==> config.mk <==
export PLATFORM = sky130hd
export DESIGN_NAME = pe_frame_loader
export DESIGN_NICKNAME = d
export VERILOG_FILES = /design/src/rtl/pe_frame_loader.sv
export SDC_FILE = /design/constraint.sdc
export NUM_CORES = 2
export LEC_CHECK = 0
export BUFFER_PORTS_ARGS = -buffer_cell sky130_fd_sc_hd__buf_2
export CORE_ASPECT_RATIO = 2
export CORE_MARGIN = 3
export CORE_UTILIZATION = 50
export DETAILED_ROUTE_END_ITERATION = 16
export PLACE_DENSITY = 0.65
export SYNTH_ARGS = -nofsm -noshare
export SYNTH_HDL_FRONTEND = slang
export SYNTH_SLANG_ARGS = --single-unit
==> constraint.sdc <==
create_clock -name clk -period 6.6 [get_ports clk]
set_clock_uncertainty 0.05 [all_clocks]
set_input_delay 0.66 -clock clk [delete_from_list [all_inputs] [get_ports clk]]
set_output_delay 0.66 -clock clk [all_outputs]
set_load 0.1 [all_outputs]
==> src/rtl/pe_frame_loader.sv <==
// Input staging FIFO for pe: buffers complex samples and replays each complete
// X/Y operand frame as one gap-free burst, followed by a fixed idle gap.
module pe_frame_loader #(
  parameter int DATA_WIDTH = 16,
  parameter int FRAME_LEN  = 32,
  parameter int FIFO_DEPTH = 64,
  parameter int GAP_CYCLES = 2
) (
  input  logic                          clk,
  input  logic                          rst,
  input  logic                          s_valid,
  input  logic [2*DATA_WIDTH-1:0]       s_data,
  output logic                          s_ready,
  output logic                          dout_pe_v,
  output logic [2*DATA_WIDTH-1:0]       dout_pe,
  output logic                          dout_sel,
  output logic                          dout_last,
  output logic                          busy,
  output logic [$clog2(FIFO_DEPTH):0]   fifo_count
);

  localparam int AW = $clog2(FIFO_DEPTH);
  localparam int WW = 2 * DATA_WIDTH;
  localparam int FW = 2 * FRAME_LEN;
  localparam int CW = $clog2(FW + 1);
  localparam int GW = $clog2(GAP_CYCLES + 1);

  localparam logic [AW:0]   FRAME_WORDS = (AW + 1)'(FW);
  localparam logic [AW:0]   DEPTH       = (AW + 1)'(FIFO_DEPTH);
  localparam logic [CW-1:0] X_WORDS     = CW'(FRAME_LEN);
  localparam logic [CW-1:0] ALL_WORDS   = CW'(FW);
  localparam logic [GW-1:0] GAP_LOAD    = GW'(GAP_CYCLES);

  if (((FIFO_DEPTH & (FIFO_DEPTH - 1)) != 0) || (FIFO_DEPTH < FW) || (GAP_CYCLES < 1)) begin : g_bad_params
    $error("pe_frame_loader: FIFO_DEPTH must be a power of 2 >= 2*FRAME_LEN and GAP_CYCLES >= 1");
  end

  typedef enum logic [1:0] {IDLE, LOAD_X, LOAD_Y, GAP} state_t;

  state_t          state, state_next;
  logic [CW-1:0]   wcnt, wcnt_next;
  logic [GW-1:0]   gcnt, gcnt_next;
  logic            push, pop, frame_ready;
  logic [WW-1:0]   mem [FIFO_DEPTH];
  logic [AW-1:0]   wr_ptr, rd_ptr;

  assign s_ready     = fifo_count < DEPTH;
  assign push        = s_valid & s_ready;
  assign frame_ready = fifo_count >= FRAME_WORDS;
  assign busy        = state != IDLE;

  // wcnt_next is the 1-based position of the word popped this cycle, so it
  // directly decides that word's sel/last flags and the following state.
  always_comb begin
    state_next = state;
    wcnt_next  = wcnt;
    gcnt_next  = gcnt;
    pop        = 1'b0;
    unique case (state)
      IDLE:   pop = frame_ready;
      LOAD_X,
      LOAD_Y: pop = 1'b1;
      GAP: begin
        if (gcnt == '0) begin
          if (frame_ready) pop = 1'b1;
          else             state_next = IDLE;
        end else begin
          gcnt_next = gcnt - GW'(1);
        end
      end
    endcase
    if (pop) begin
      wcnt_next = (state == LOAD_X || state == LOAD_Y) ? wcnt + CW'(1) : CW'(1);
      if (wcnt_next == ALL_WORDS) begin
        state_next = GAP;
        gcnt_next  = GAP_LOAD;
      end else if (wcnt_next >= X_WORDS) begin
        state_next = LOAD_Y;
      end else begin
        state_next = LOAD_X;
      end
    end
  end

  always_ff @(posedge clk or negedge rst) begin
    if (!rst) begin
      state <= IDLE;
      wcnt  <= '0;
      gcnt  <= '0;
    end else begin
      state <= state_next;
      wcnt  <= wcnt_next;
      gcnt  <= gcnt_next;
    end
  end

  always_ff @(posedge clk) begin
    if (push) mem[wr_ptr] <= s_data;
  end

  always_ff @(posedge clk or negedge rst) begin
    if (!rst) begin
      wr_ptr     <= '0;
      rd_ptr     <= '0;
      fifo_count <= '0;
    end else begin
      if (push) wr_ptr <= wr_ptr + AW'(1);
      if (pop)  rd_ptr <= rd_ptr + AW'(1);
      if (push && !pop)      fifo_count <= fifo_count + (AW + 1)'(1);
      else if (pop && !push) fifo_count <= fifo_count - (AW + 1)'(1);
    end
  end

  // Outputs are zeroed whenever no word is being presented to pe.
  always_ff @(posedge clk or negedge rst) begin
    if (!rst) begin
      dout_pe_v <= 1'b0;
      dout_pe   <= '0;
      dout_sel  <= 1'b0;
      dout_last <= 1'b0;
    end else begin
      dout_pe_v <= pop;
      dout_pe   <= pop ? mem[rd_ptr] : '0;
      dout_sel  <= pop && (wcnt_next > X_WORDS);
      dout_last <= pop && (wcnt_next == ALL_WORDS);
    end
  end

endmodule
# [After elaboration in Yosys (flattened, before gate mapping)]
# Memory sizes are Yosys's and may differ from the RTL's.
# Cells that the tools add are included.
# W data, S select, Z words.
[op_classes] n_addsub=6 order_cmp=4 eq_ne=6 mux=20 bitwise_logic=1 reduce_logical=15
[op_table] cell="$mux W32" count=1
[op_table] cell="$mux W7" count=4
[op_table] cell="$mux W2" count=10
[op_table] cell="$add A7 B1 Y7 const B" count=2
[op_table] cell="$eq A7 B7 Y1 const B" count=2
[op_table] cell="$add A6 B1 Y6 const B" count=2
[op_table] cell="$reduce_bool A2 Y1" count=4
[op_table] cell="$ge A7 B6 Y1 const B" count=1
[op_table] cell="$ge A7 B7 Y1 const B" count=1
[op_table] cell="$gt A7 B6 Y1 const B" count=1
[op_table] cell="$lt A7 B7 Y1 const B" count=1
[op_table] cell="$sub A7 B1 Y7 const B" count=1
[op_table] cell="$eq A2 B2 Y1 const B" count=2
[op_table] cell="$logic_and A1 B1 Y1" count=4
[op_table] cell="$logic_not A2 Y1" count=2
[op_table] cell="$mux W1" count=4
[op_table] cell="$pmux W1 S3" count=1
[op_table] cell="$reduce_and A3 Y1" count=1
[op_table] cell="$eq A2 B1 Y1 const B" count=1
[op_table] cell="$logic_not A1 Y1" count=2
[op_table] cell="$ne A2 B2 Y1 const B" count=1
[op_table] cell="$reduce_or A2 Y1" count=1
[op_table] cell="$sub A2 B1 Y2 const B" count=1
[op_table] cell="$and A1 B1 Y1" count=1
[op_table] cell="$logic_or A1 B1 Y1" count=1
[word_totals] regBits=65 ram_bits=2048 output_inout_bits=44 word_cells=63 n_memories=1
[mem_list] memory="mem" words=64 width=32 read_ports=1 rd_clocked_by_memory_dff=0 wr=1 line_no="44" rtl="logic [WW-1:0] mem [FIFO_DEPTH];"

# [Depth between registers and ports, before layout]
[depth] ltp_word=7 depth_mapped=14 mapped_depth_nobuf=12

# [Worst setup path before layout]
# No wires, ideal clock.
[synth_path] path_type="flip-flop to flip-flop" startpoint="register fifo_count[6]" endpoint="memory mem[40][0] (netlist bit) (enable)" setup_time_ns=0.503 t_arrival_ns=4.870 t_required_ns=6.047 path_slack_ns=1.178 stages_incl_launch_ff=6 period_less_slack_ns=5.422 cell_sequence="dfrtp_1 -> clkbuf_1 -> nor2b_1 -> clkbuf_1 -> nand4b_1 -> nor4_1"
[synth_via] elab_chain_cells=4
[synth_rtl] element="from (decl)" line_no="19" rtl="output logic [$clog2(FIFO_DEPTH):0] fifo_count"
[synth_rtl] element="from (signal assigned)" line_no="109" rtl="if (push && !pop) fifo_count <= fifo_count + (AW + 1)'(1);"
[synth_rtl] element="from (signal assigned)" line_no="110" rtl="else if (pop && !push) fifo_count <= fifo_count - (AW + 1)'(1);"
[synth_rtl] element="$lt A7 B7 Y1" line_no="47" rtl="assign s_ready = fifo_count < DEPTH;"
[synth_rtl] element="$and A1 B1 Y1" line_no="48" rtl="assign push = s_valid & s_ready;"
[synth_rtl] element="named net push" line_no="43" rtl="logic push, pop, frame_ready;"
[synth_rtl] element="$mux W1" line_no="98" rtl="if (push) mem[wr_ptr] <= s_data;"
[synth_rtl] element="$mux W1 (implied by the code)" line_no="98"
[synth_rtl] element="to (decl)" line_no="44"
# The timed path passes the listed nets, and every way through them passes these cells.

# [Worst setup path in the final report]
[layout_path] startpoint="register fifo_count[6]" endpoint="memory mem[31][19] (netlist bit) (enable)"
[layout_via] elab_chain_cells=4
[layout_rtl] element="$lt A7 B7 Y1" line_no="47"
[layout_rtl] element="$and A1 B1 Y1" line_no="48"
[layout_rtl] element="$mux W1" line_no="98"
[layout_rtl] element="$mux W1 (implied by the code)" line_no="98"
# Every way passes these cells.

==> impl_metrics.env <==
export IMPL_fmax_ghz=0.245
export IMPL_slew_headroom_pct=14.1
export IMPL_grtUsageTotal_pct=25.1
export IMPL_gp_congestion=0.813
export IMPL_crit_required_ns=7.06
export IMPL_drt_total_wl_um=208000
export IMPL_path_cells="nor2b_1 > nand4_1 > nor2_4 > buf_4"
export IMPL_postRouteAntennaNets=0
export IMPL_die_w_um=290
export IMPL_core_um2=161000
export IMPL_dp_cells=5601
export IMPL_finalCoreUtilization_pct=56.1
export IMPL_drt_initial_drc_count=3973
export IMPL_drive_gt1_share_pct=28.2
export IMPL_critPathArrivalTime_ns=4.54
export IMPL_slowest_delay_ns=1.15
export IMPL_period_share_pct=61.8
export IMPL_synth_top_area_cell="edfxtp_1"
export IMPL_clkLatencyLatePin_ns=0.81
export IMPL_dieArea_um2=167000
export IMPL_p_sw_share_pct=32.4
export IMPL_setup_viol=0
export IMPL_rows=208
export IMPL_cp_slowest_cell="nor2_4"
export IMPL_area_growth_pct=11.4
export IMPL_power_internal_w=0.0255
export IMPL_end_kind="register"
export IMPL_synth_top_cell_area_share_pct=76.0
export IMPL_drc=0
export IMPL_peakVddDrop_mv=0.412
export IMPL_ys_seq_area_share_pct=78.0
export IMPL_rsz0062_at_grt="false"
export IMPL_clk_pin_slew_ns=0.07
export IMPL_ctsResizeCount=0
export IMPL_final_nets=3732
export IMPL_ys_seq_elements=2113
export IMPL_synth_top_flop_cell="edfxtp_1"
export IMPL_combPwrFrac_pct=30.6
export IMPL_instances_no_fill=5915
export IMPL_fill_cells=11529
export IMPL_cts_buffer_depth=4
export IMPL_synth_edf_count=2048
export IMPL_grt_start_max_net_pins=97
export IMPL_syn_nets=3552
export IMPL_path_class="register to register"
export IMPL_async_flop_share_pct=3.08
export IMPL_htreeDepth=4
export IMPL_maxSlewViolCount=0
export IMPL_first_pass_iters=5
export IMPL_tns_ns=0
export IMPL_initial_core_util_pct=50.4
export IMPL_power_switching_w=0.0122
export IMPL_power_frac_seq_pct=41.4
export IMPL_clock_sinks=2113
export IMPL_ys_types=67
export IMPL_die_height_um=575
export IMPL_crit_fanout=21
export IMPL_status="complete, no violations"
export IMPL_wl_per_cell_um=35.1
export IMPL_antenna_found_initial=8
export IMPL_grt_pass1_vias=39142
export IMPL_grt_first_pass_wirelength_um=296000
export IMPL_portBuffers=78
export IMPL_cap_violations=0
export IMPL_viasPerCell=6.36
export IMPL_vias=37613
export IMPL_cts_tree="done"
export IMPL_place_hpwl_um=121000
export IMPL_postSynthCellCount=3503
export IMPL_synth_area_leaders="edfxtp_1 (76%), mux4_2 (15%), dfrtp_1 (2.0%)"
export IMPL_netlist_area_um2=80900
export IMPL_cts_buffers=179
export IMPL_power_leakage_nw=28.0
export IMPL_tightest_slew_ns=1.29
export IMPL_avgSynthCellArea_um2=23.1
export IMPL_grt_ovfl_total=0
export IMPL_hold_class="input port to asynchronous set/reset pin"
export IMPL_synth_warnings=0
export IMPL_powerDensity_nw_per_um2=418
export IMPL_power_share_clock_pct=28.0
export IMPL_cp_start_kind="register"
export IMPL_root_buffer="clkbuf_16"
export IMPL_fin_crit_ns=4.08
export IMPL_ios=79
export IMPL_seqCellArea_um2=63100
export IMPL_multi_input_area_um2=17100
export IMPL_finalHoldViolCount=0
[worst max-delay path: cells and delay by family, from the launching register on]
family / cells / cell delay, ns
simple gates: 3 / 2.80
flops: 1 / 0.56
buf+inv: 1 / 0.36
[per-stage QoR]
| step | power (W) | setup WS, ns | hold WS [ns] | instance area [µm²] |
|---|---|---|---|---|
| floorplan | 0.0236 | 1.18 | 0.314 | 80900 |
| global placement | 0.0276 | 2.17 | 0.441 | 84400 |
| detailed placement | 0.0276 | 2.32 | 0.456 | 84400 |
| CTS | 0.0381 | 2.54 | 0.316 | 90100 |
| global route | 0.0389 | 2.39 | 0.333 | 90100 |
| finish | 0.0377 | 2.52 | 0.324 | 90100 |
[cell type report]
class | count | share of cell area [%]
diodes | 2 | 0.00555
clock buffers | 230 | 5.33
clock inverters | 81 | 1.01
inverters | 11 | 0.0458
multi-input cells | 1182 | 19.0
flip-flops and latches | 2113 | 70.1
well taps | 2100 | 2.92
repair buffers | 196 | 1.59
[cell usage in the layout, fill, tap and decap left out, types with 6 or more instances in the layout]
| cell type | count |
|---|---|
| or3b_2 | 7 |
| a32oi_1 | 6 |
| buf_12 | 12 |
| nor4_1 | 13 |
| nor2_4 | 64 |
| buf_2 | 77 |
| a211oi_1 | 9 |
| mux2i_1 | 68 |
| mux2_2 | 16 |
| nor2b_1 | 9 |
| o21ai_0 | 16 |
| o22ai_1 | 22 |
| clkbuf_1 | 40 |
| bufinv_16 | 20 |
| a22oi_1 | 87 |
| ha_1 | 13 |
| o211ai_1 | 17 |
| edfxtp_1 | 2048 |
| mux4_1 | 19 |
| nand3b_1 | 8 |
| buf_4 | 106 |
| a21oi_1 | 57 |
| nand3_1 | 17 |
| mux4_2 | 528 |
| inv_1 | 11 |
| xnor2_1 | 13 |
| clkbuf_16 | 181 |
| nor3_1 | 16 |
| nand2b_1 | 7 |
| nand2_1 | 49 |
| clkinv_2 | 29 |
| clkbuf_8 | 9 |
| clkinv_1 | 25 |
| nor2_1 | 41 |
| dfrtp_1 | 60 |
[power groups by stage]
stage	clock network, W	logic, W	registers [W]
after detailed placement	0	0.0117	0.0159
after floorplan	0	0.00732	0.0163
after global routing	0.0112	0.0120	0.0156
final	0.0105	0.0116	0.0156
after global placement	0	0.0117	0.0159
after CTS	0.0107	0.0117	0.0156
[what timing repair did]
| action | in CTS | in global routing |
|---|---|---|
| hold buffers | 1 | 0 |
| buffers inserted | 0 | 0 |
| endpoints found under the setup margin | 0 | 0 |
| hold endpoints to repair | 24 | 0 |
[path summary, 6_finish.rpt]
path | from | end | slack [ns] | cells after the start
max reg2reg | fifo_count[6]$_DFFE_PN0P_ | mem[31][19]$_DFFE_PP_ | 2.52 | 4
max in group asynchronous | rst | rd_ptr[0]$_DFFE_PN0P_ | 4.92 | 3
min | rst | fifo_count[0]$_DFFE_PN0P_ | 0.32 | 2
min reg2reg | fifo_count[2]$_DFFE_PN0P_ | fifo_count[2]$_DFFE_PN0P_ | 0.47 | 2
max | fifo_count[6]$_DFFE_PN0P_ | mem[31][19]$_DFFE_PP_ | 2.52 | 4
min in group clk | s_valid | wr_ptr[0]$_DFFE_PN0P_ | 0.44 | 3
[kinds of logic (layout without fill, tap and decap cells)]
logic type	after synthesis	in the layout	synth area share [%]
AO/OA/AOI/OAI	257	257	2.19
XOR/XNOR	16	16	0.173
adder cells (fa/ha/maj)	14	14	0.226
buffers and inverters	208	518	1.44
flip-flops	2113	2113	78.0
multiplexers	631	631	16.4
other	0	2	0
AND/OR/NAND/NOR	264	264	1.58
[Yosys cell counts, types with 16 or more instances]
master	number
mux2i_1	68
mux4_2	528
mux4_1	19
nand3_1	17
o22ai_1	22
mux2_2	16
buf_1	25
buf_2	58
nor2_1	105
a22oi_1	87
o21ai_0	16
clkbuf_1	58
o211ai_1	17
edfxtp_1	2048
nor3_1	16
a21oi_1	57
dfrtp_1	65
buf_4	36
nand2_1	49
[metal layers]
metal / vias to the layer above / track usage, % / wire length, µm
met2: 1456 / 45.2 / 113000
met3: 443 / 2.92 / 11300
met5: - / 0 / 69
met4: 10 / 13.7 / 13200
met1: 20449 / 29.3 / 70200
li1: 15255 / - / -
[sequential cells by signal (all words and copies together) (netlist names)]
name and flops:
wr_ptr 6, dout_sel 1, wcnt 7, rd_ptr 6, dout_last 1, gcnt 2
state 2, fifo_count 7, mem 2048, dout_pe 32, dout_pe_v 1
Note: power is estimated with default switching activity, not from simulation.
